===== src/rtl/trap_ctrl.sv =====
// Machine-mode trap controller at the commit stage.
// Owns mstatus/mtvec/mepc/mcause and raises the flush/redirect pulse.
module trap_ctrl #(
    parameter int              XLEN        = 32,
    parameter logic [XLEN-1:0] MTVEC_RESET = 32'h0000_0100,
    parameter int              NDRAIN      = 2
) (
    input  logic            clock,
    input  logic            reset,
    input  logic            io_in_valid,
    input  logic [XLEN-1:0] io_in_pc,
    input  logic            io_in_excpReq,
    input  logic [3:0]      io_in_excpCause,
    input  logic            io_in_mret,
    input  logic            io_in_extIrq,
    input  logic            io_in_csrWen,
    input  logic [11:0]     io_in_csrAddr,
    input  logic [XLEN-1:0] io_in_csrWdata,
    output logic [XLEN-1:0] io_out_csrRdata,
    output logic            io_out_excpValid,
    output logic [XLEN-1:0] io_out_redirectPc,
    output logic            io_out_mie
);

    typedef enum logic [1:0] {IDLE, REDIRECT, DRAIN} state_t;

    localparam logic [11:0]     A_MSTATUS  = 12'h300;
    localparam logic [11:0]     A_MTVEC    = 12'h305;
    localparam logic [11:0]     A_MEPC     = 12'h341;
    localparam logic [11:0]     A_MCAUSE   = 12'h342;
    localparam logic [XLEN-1:0] ALIGN      = ~XLEN'(3);
    localparam logic [XLEN-1:0] IRQ_CAUSE  = {1'b1, {(XLEN-5){1'b0}}, 4'hB};
    localparam logic [3:0]      DRAIN_INIT = 4'(NDRAIN - 1);

    state_t          state;
    logic [3:0]      drain_cnt;
    logic            mie;
    logic            mpie;
    logic [XLEN-1:0] mtvec;
    logic [XLEN-1:0] mepc;
    logic [XLEN-1:0] mcause;

    logic act;
    logic irq_ok;
    logic take_excp;
    logic take_irq;
    logic take_mret;
    logic take_wen;
    logic take_trap;

    // Only one event acts per cycle, in strict priority order.
    assign act       = (state == IDLE) && io_in_valid;
    assign irq_ok    = io_in_extIrq && mie;
    assign take_excp = act && io_in_excpReq;
    assign take_irq  = act && !io_in_excpReq && irq_ok;
    assign take_mret = act && !io_in_excpReq && !irq_ok && io_in_mret;
    assign take_wen  = act && !io_in_excpReq && !irq_ok && !io_in_mret
                       && io_in_csrWen;
    assign take_trap = take_excp || take_irq;

    always_comb begin
        io_out_csrRdata = '0;
        case (io_in_csrAddr)
            A_MSTATUS: begin
                io_out_csrRdata[3] = mie;
                io_out_csrRdata[7] = mpie;
            end
            A_MTVEC:  io_out_csrRdata = mtvec;
            A_MEPC:   io_out_csrRdata = mepc;
            A_MCAUSE: io_out_csrRdata = mcause;
            default:  io_out_csrRdata = '0;
        endcase
    end

    assign io_out_mie = mie;

    always_ff @(posedge clock or posedge reset) begin
        if (reset) begin
            state             <= IDLE;
            drain_cnt         <= '0;
            mie               <= 1'b0;
            mpie              <= 1'b0;
            mtvec             <= MTVEC_RESET & ALIGN;
            mepc              <= '0;
            mcause            <= '0;
            io_out_excpValid  <= 1'b0;
            io_out_redirectPc <= '0;
        end else begin
            io_out_excpValid <= take_trap || take_mret;
            unique case (state)
                IDLE: begin
                    if (take_trap) begin
                        mepc              <= io_in_pc & ALIGN;
                        mcause            <= take_excp
                                             ? XLEN'(io_in_excpCause)
                                             : IRQ_CAUSE;
                        mpie              <= mie;
                        mie               <= 1'b0;
                        io_out_redirectPc <= mtvec;
                        state             <= REDIRECT;
                    end else if (take_mret) begin
                        io_out_redirectPc <= mepc;
                        mie               <= mpie;
                        mpie              <= 1'b1;
                        state             <= REDIRECT;
                    end else if (take_wen) begin
                        case (io_in_csrAddr)
                            A_MSTATUS: begin
                                mie  <= io_in_csrWdata[3];
                                mpie <= io_in_csrWdata[7];
                            end
                            A_MTVEC:  mtvec  <= io_in_csrWdata & ALIGN;
                            A_MEPC:   mepc   <= io_in_csrWdata & ALIGN;
                            A_MCAUSE: mcause <= io_in_csrWdata;
                            default:  ;
                        endcase
                    end
                end
                REDIRECT: begin
                    state     <= DRAIN;
                    drain_cnt <= DRAIN_INIT;
                end
                DRAIN: begin
                    if (drain_cnt == 4'd0) state <= IDLE;
                    else drain_cnt <= drain_cnt - 4'd1;
                end
                default: state <= IDLE;
            endcase
        end
    end

endmodule


===== config.mk =====
export PLATFORM = sky130hd
export DESIGN_NAME = trap_ctrl
export DESIGN_NICKNAME = d
export VERILOG_FILES = /design/src/rtl/trap_ctrl.sv
export SDC_FILE = /design/constraint.sdc
export NUM_CORES = 1
export LEC_CHECK = 0
export CAP_MARGIN = 40
export CORE_ASPECT_RATIO = 1.25
export CORE_UTILIZATION = 54
export CTS_CLUSTER_DIAMETER = 60
export DETAILED_ROUTE_END_ITERATION = 10
export GPL_ROUTABILITY_DRIVEN = 1
export PLACE_DENSITY = 0.82
export SKIP_CTS_REPAIR_TIMING = 1
export SLEW_MARGIN = 10
export SYNTH_ARGS = -nofsm -noshare
export SYNTH_HDL_FRONTEND = slang
export SYNTH_SLANG_ARGS = --single-unit

===== constraint.sdc =====
create_clock -name clock -period 7.6 [get_ports clock]
set_input_delay 0.76 -clock clock [delete_from_list [all_inputs] [get_ports clock]]
set_output_delay 0.76 -clock clock [all_outputs]
set_load 0.005 [all_outputs]

==> run_results.csv <==
group,metric,value,unit
logic_synthesis,synth_most_common_cell,"dfrtp_1",
logic_synthesis,yosysTopAreaCell,"dfrtp_1",
grt,grt_first_pass_wirelength,27700,um
layout,diodes,0,
critical_path,crit_type,"in2out",
placed_design,postPlaceCellArea,8080,um^2
clock_tree,htree_levels,4,
placed_design,hpwl,10800,um
clock_tree,clockBufferDepth,2,
logic_synthesis,synth.avg_cell_area,10.2,um^2
critical_path,cp-start-kind,"input port",
grt,gr-usage-all-layers,28.6,%
layout,fin_cells,948,
layout,fillCellCount,828,
run,cap_viol_max_count,0,
grt,grt_max_degree,69,
sta,worstMarginPinSlew,847,ps
logic_synthesis,synth_seq_cells,131,
logic_synthesis,ys_warn_count,0,
sta,setup_slack,3230,ps
placed_design,place.gp.congestion,0.863,
logic_synthesis,synth_top_flop_cell,"dfrtp_1",
layout,fin_util,73.5,%
clock_tree,cts_buffers,17,
sta,finalSetupTns,0,ps
power,p_int,0.00176,W
critical_path,arrival,3610,ps
layout,syn_to_final_growth,31.8,%
die,dieArea,12600,um^2
sta,fmax,0.229,GHz
die,ioPinCount,153,
logic_synthesis,syn-cell-area,6540,um^2
power,netSwitchingPower,0.000773,W
clock_tree,cts_tree,"done",
layout,final_layout_size_suffix_gt1_share,17.5,%
die,die_y,125,um
die,initial_core_util,55.8,%
power,combPwrFrac,29.7,%
placed_design,dp_cells,916,
sta,final.period_utilization,57.5,%
clock_tree,clk_pin_slew_worst_paths,60,ps
logic_synthesis,syn_inst,644,
drt,vias,5541,
hold_path,min_path_type,"reg2reg",
status,status,"completed",
clock_tree,insertion_delay,410,ps
power,swShare,30.5,%
clock_tree,root_buffer,"clkbuf_16",
logic_synthesis,synth_edf_count,0,
placed_design,placement.io_buffers,148,
layout,fin_nets,862,
power,vdd_drop_max,0.182,mV
logic_synthesis,synth.distinct_cells,49,
grt,grt_pass1_vias,5635,
logic_synthesis,yosys-top-cells-area,"dfrtp_1, mux2_2, o21ai_0",
drt,drt_wl_total,17400,um
logic_synthesis,yosysSeqAreaShare,50.2,%
power,clkPwrFrac,28.8,%
die,dieWidth,100,um
critical_path,worstPathMaxFanout,59,
drt,initialDrtViolationCount,266,
critical_path,cp-end-kind,"output port",
layout,final_area,8610,um^2
sta,maxSlewViolCount,0,
critical_path,cp.required,6840,ps
drt,antenna_left,0,
sta,fin_crit,4370,ps
drt,wl_per_cell,18.3,um
die,rows,44,
sta,hold_violations,0,
grt,grt_overflow,0,
drt,routed_via_density,5.84,
logic_synthesis,synthDominantCellAreaShare,49.8,%
power,p_seq_share,41.5,%
grt,antenna_found_initial,0,
die,core_area,11700,um^2
sta,relSlewSlack,43.5,%
drt,drc,0,
sta,fin_worst_skew,7.77,ps
drt,firstDrtPassIters,4,
sta,rsz0062_at_grt,"false",
logic_synthesis,yosys-top-cells-count,"dfrtp_1, mux2_2, nand2_1",
power,powerDensity,294,nW/um^2
power,p_leak,3.52,nW
logic_synthesis,async_reset_ff_share,100,%
placed_design,place_ws,3290,ps
clock_tree,cts.sinks,131,
sta,setup_viol,0,
## cell usage in the layout (no fill, tap or decap), drive strengths merged, types with 2 or more instances in the layout
cell,netlist,layout
mux2,93,93
nor2,40,40
a211oi,3,3
o21a,2,2
a21oi,4,4
inv,62,62
nand2b,5,5
a31oi,32,32
conb,1,2
o21ai,56,56
nor3b,2,2
nand2,66,66
nor4,5,5
a21o,3,3
clkbuf,17,27
and2,3,3
and4b,3,3
o221ai,2,2
dfrtp,130,130
nand4,29,29
clkdlybuf4s50,0,148
clkinvlp,0,2
clkinv,0,3
mux2i,3,3
o22ai,4,4
a22oi,30,30
buf,32,11
## cells by family after synthesis
family | count (synthesis) | synth area share [%]
mux | 96 | 16.5
other cells | 1 | 0.0574
buf+inv | 111 | 7.27
simple gates | 162 | 12.3
compound gates | 142 | 13.5
flops | 131 | 50.2
fa+ha+maj | 1 | 0.191
## routing by layer
metal	wire length [um]	global-route usage, %	share of wire, %
met2	9100	49.6	52
met5	0	0	0
met1	6670	33.2	38
met4	569	13.7	3.3
met3	1030	6.09	5.9
## cell type report
type / instances / area, um^2 / area share (%)
Timing Repair Buffer: 159 / 1560 / 18.2
Clock inverter: 5 / 30.0 / 0.349
Inverter: 62 / 235 / 2.73
Clock buffer: 27 / 503 / 5.84
Sequential cell: 131 / 3280 / 38.1
Multi-Input combinational cell: 403 / 2800 / 32.5
Tap cell: 161 / 201 / 2.34
## state kept, by name, summed over array words and instances (netlist names)
register and cells:
drain_cnt 4, io_out_excpValid 1, io_out_mie 1, io_out_redirectPc 30, mcause 32, mepc 30, mpie 1, mtvec 30
state 2
## worst paths after layout
check / cells past startpoint / slack (ps) / endpoint / start
max: 7 / 3230 / io_out_csrRdata[31] / io_in_csrAddr[3]
min: 1 / 510 / mcause[0]$_DFFE_PP0P_ / mcause[0]$_DFFE_PP0P_
max reg2reg: 6 / 4300 / mepc[11]$_DFFE_PP0P_ / state[1]$_DFFE_PP0P_
min reg2reg: 1 / 510 / mcause[0]$_DFFE_PP0P_ / mcause[0]$_DFFE_PP0P_
max in group asynchronous: 3 / 5390 / mcause[16]$_DFFE_PP0P_ / reset
min in group asynchronous: 2 / 880 / io_out_redirectPc[30]$_DFFE_PP0P_ / reset
## metrics by stage
step                      hold WS, ps  power [W]
after floorplan                   472    0.00146
after global placement            492    0.00177
after detailed placement          499    0.00181
after CTS                         518    0.00254
after global routing              523    0.00266
final                             510    0.00254
## critical path, stage by stage
cell	delay [ps]
clkdlybuf4s50_1	410
or4_4	600
nor4_4	280
buf_4	560
a22oi_1	190
o21ai_0	170
clkdlybuf4s50_1	590
## power groups by stage
| stage | registers (W) | clock network, W | logic [W] |
|---|---|---|---|
| 2_1_floorplan | 0.00102 | 0 | 0.000438 |
| 3_3_place_gp | 0.00105 | 0 | 0.000719 |
| 3_5_place_dp | 0.00106 | 0 | 0.000752 |
| 4_1_cts | 0.00105 | 0.000737 | 0.000757 |
| 5_1_grt | 0.00108 | 0.000769 | 0.000817 |
| 6_report | 0.00105 | 0.000731 | 0.000752 |
(Power assumes the default switching activity.)
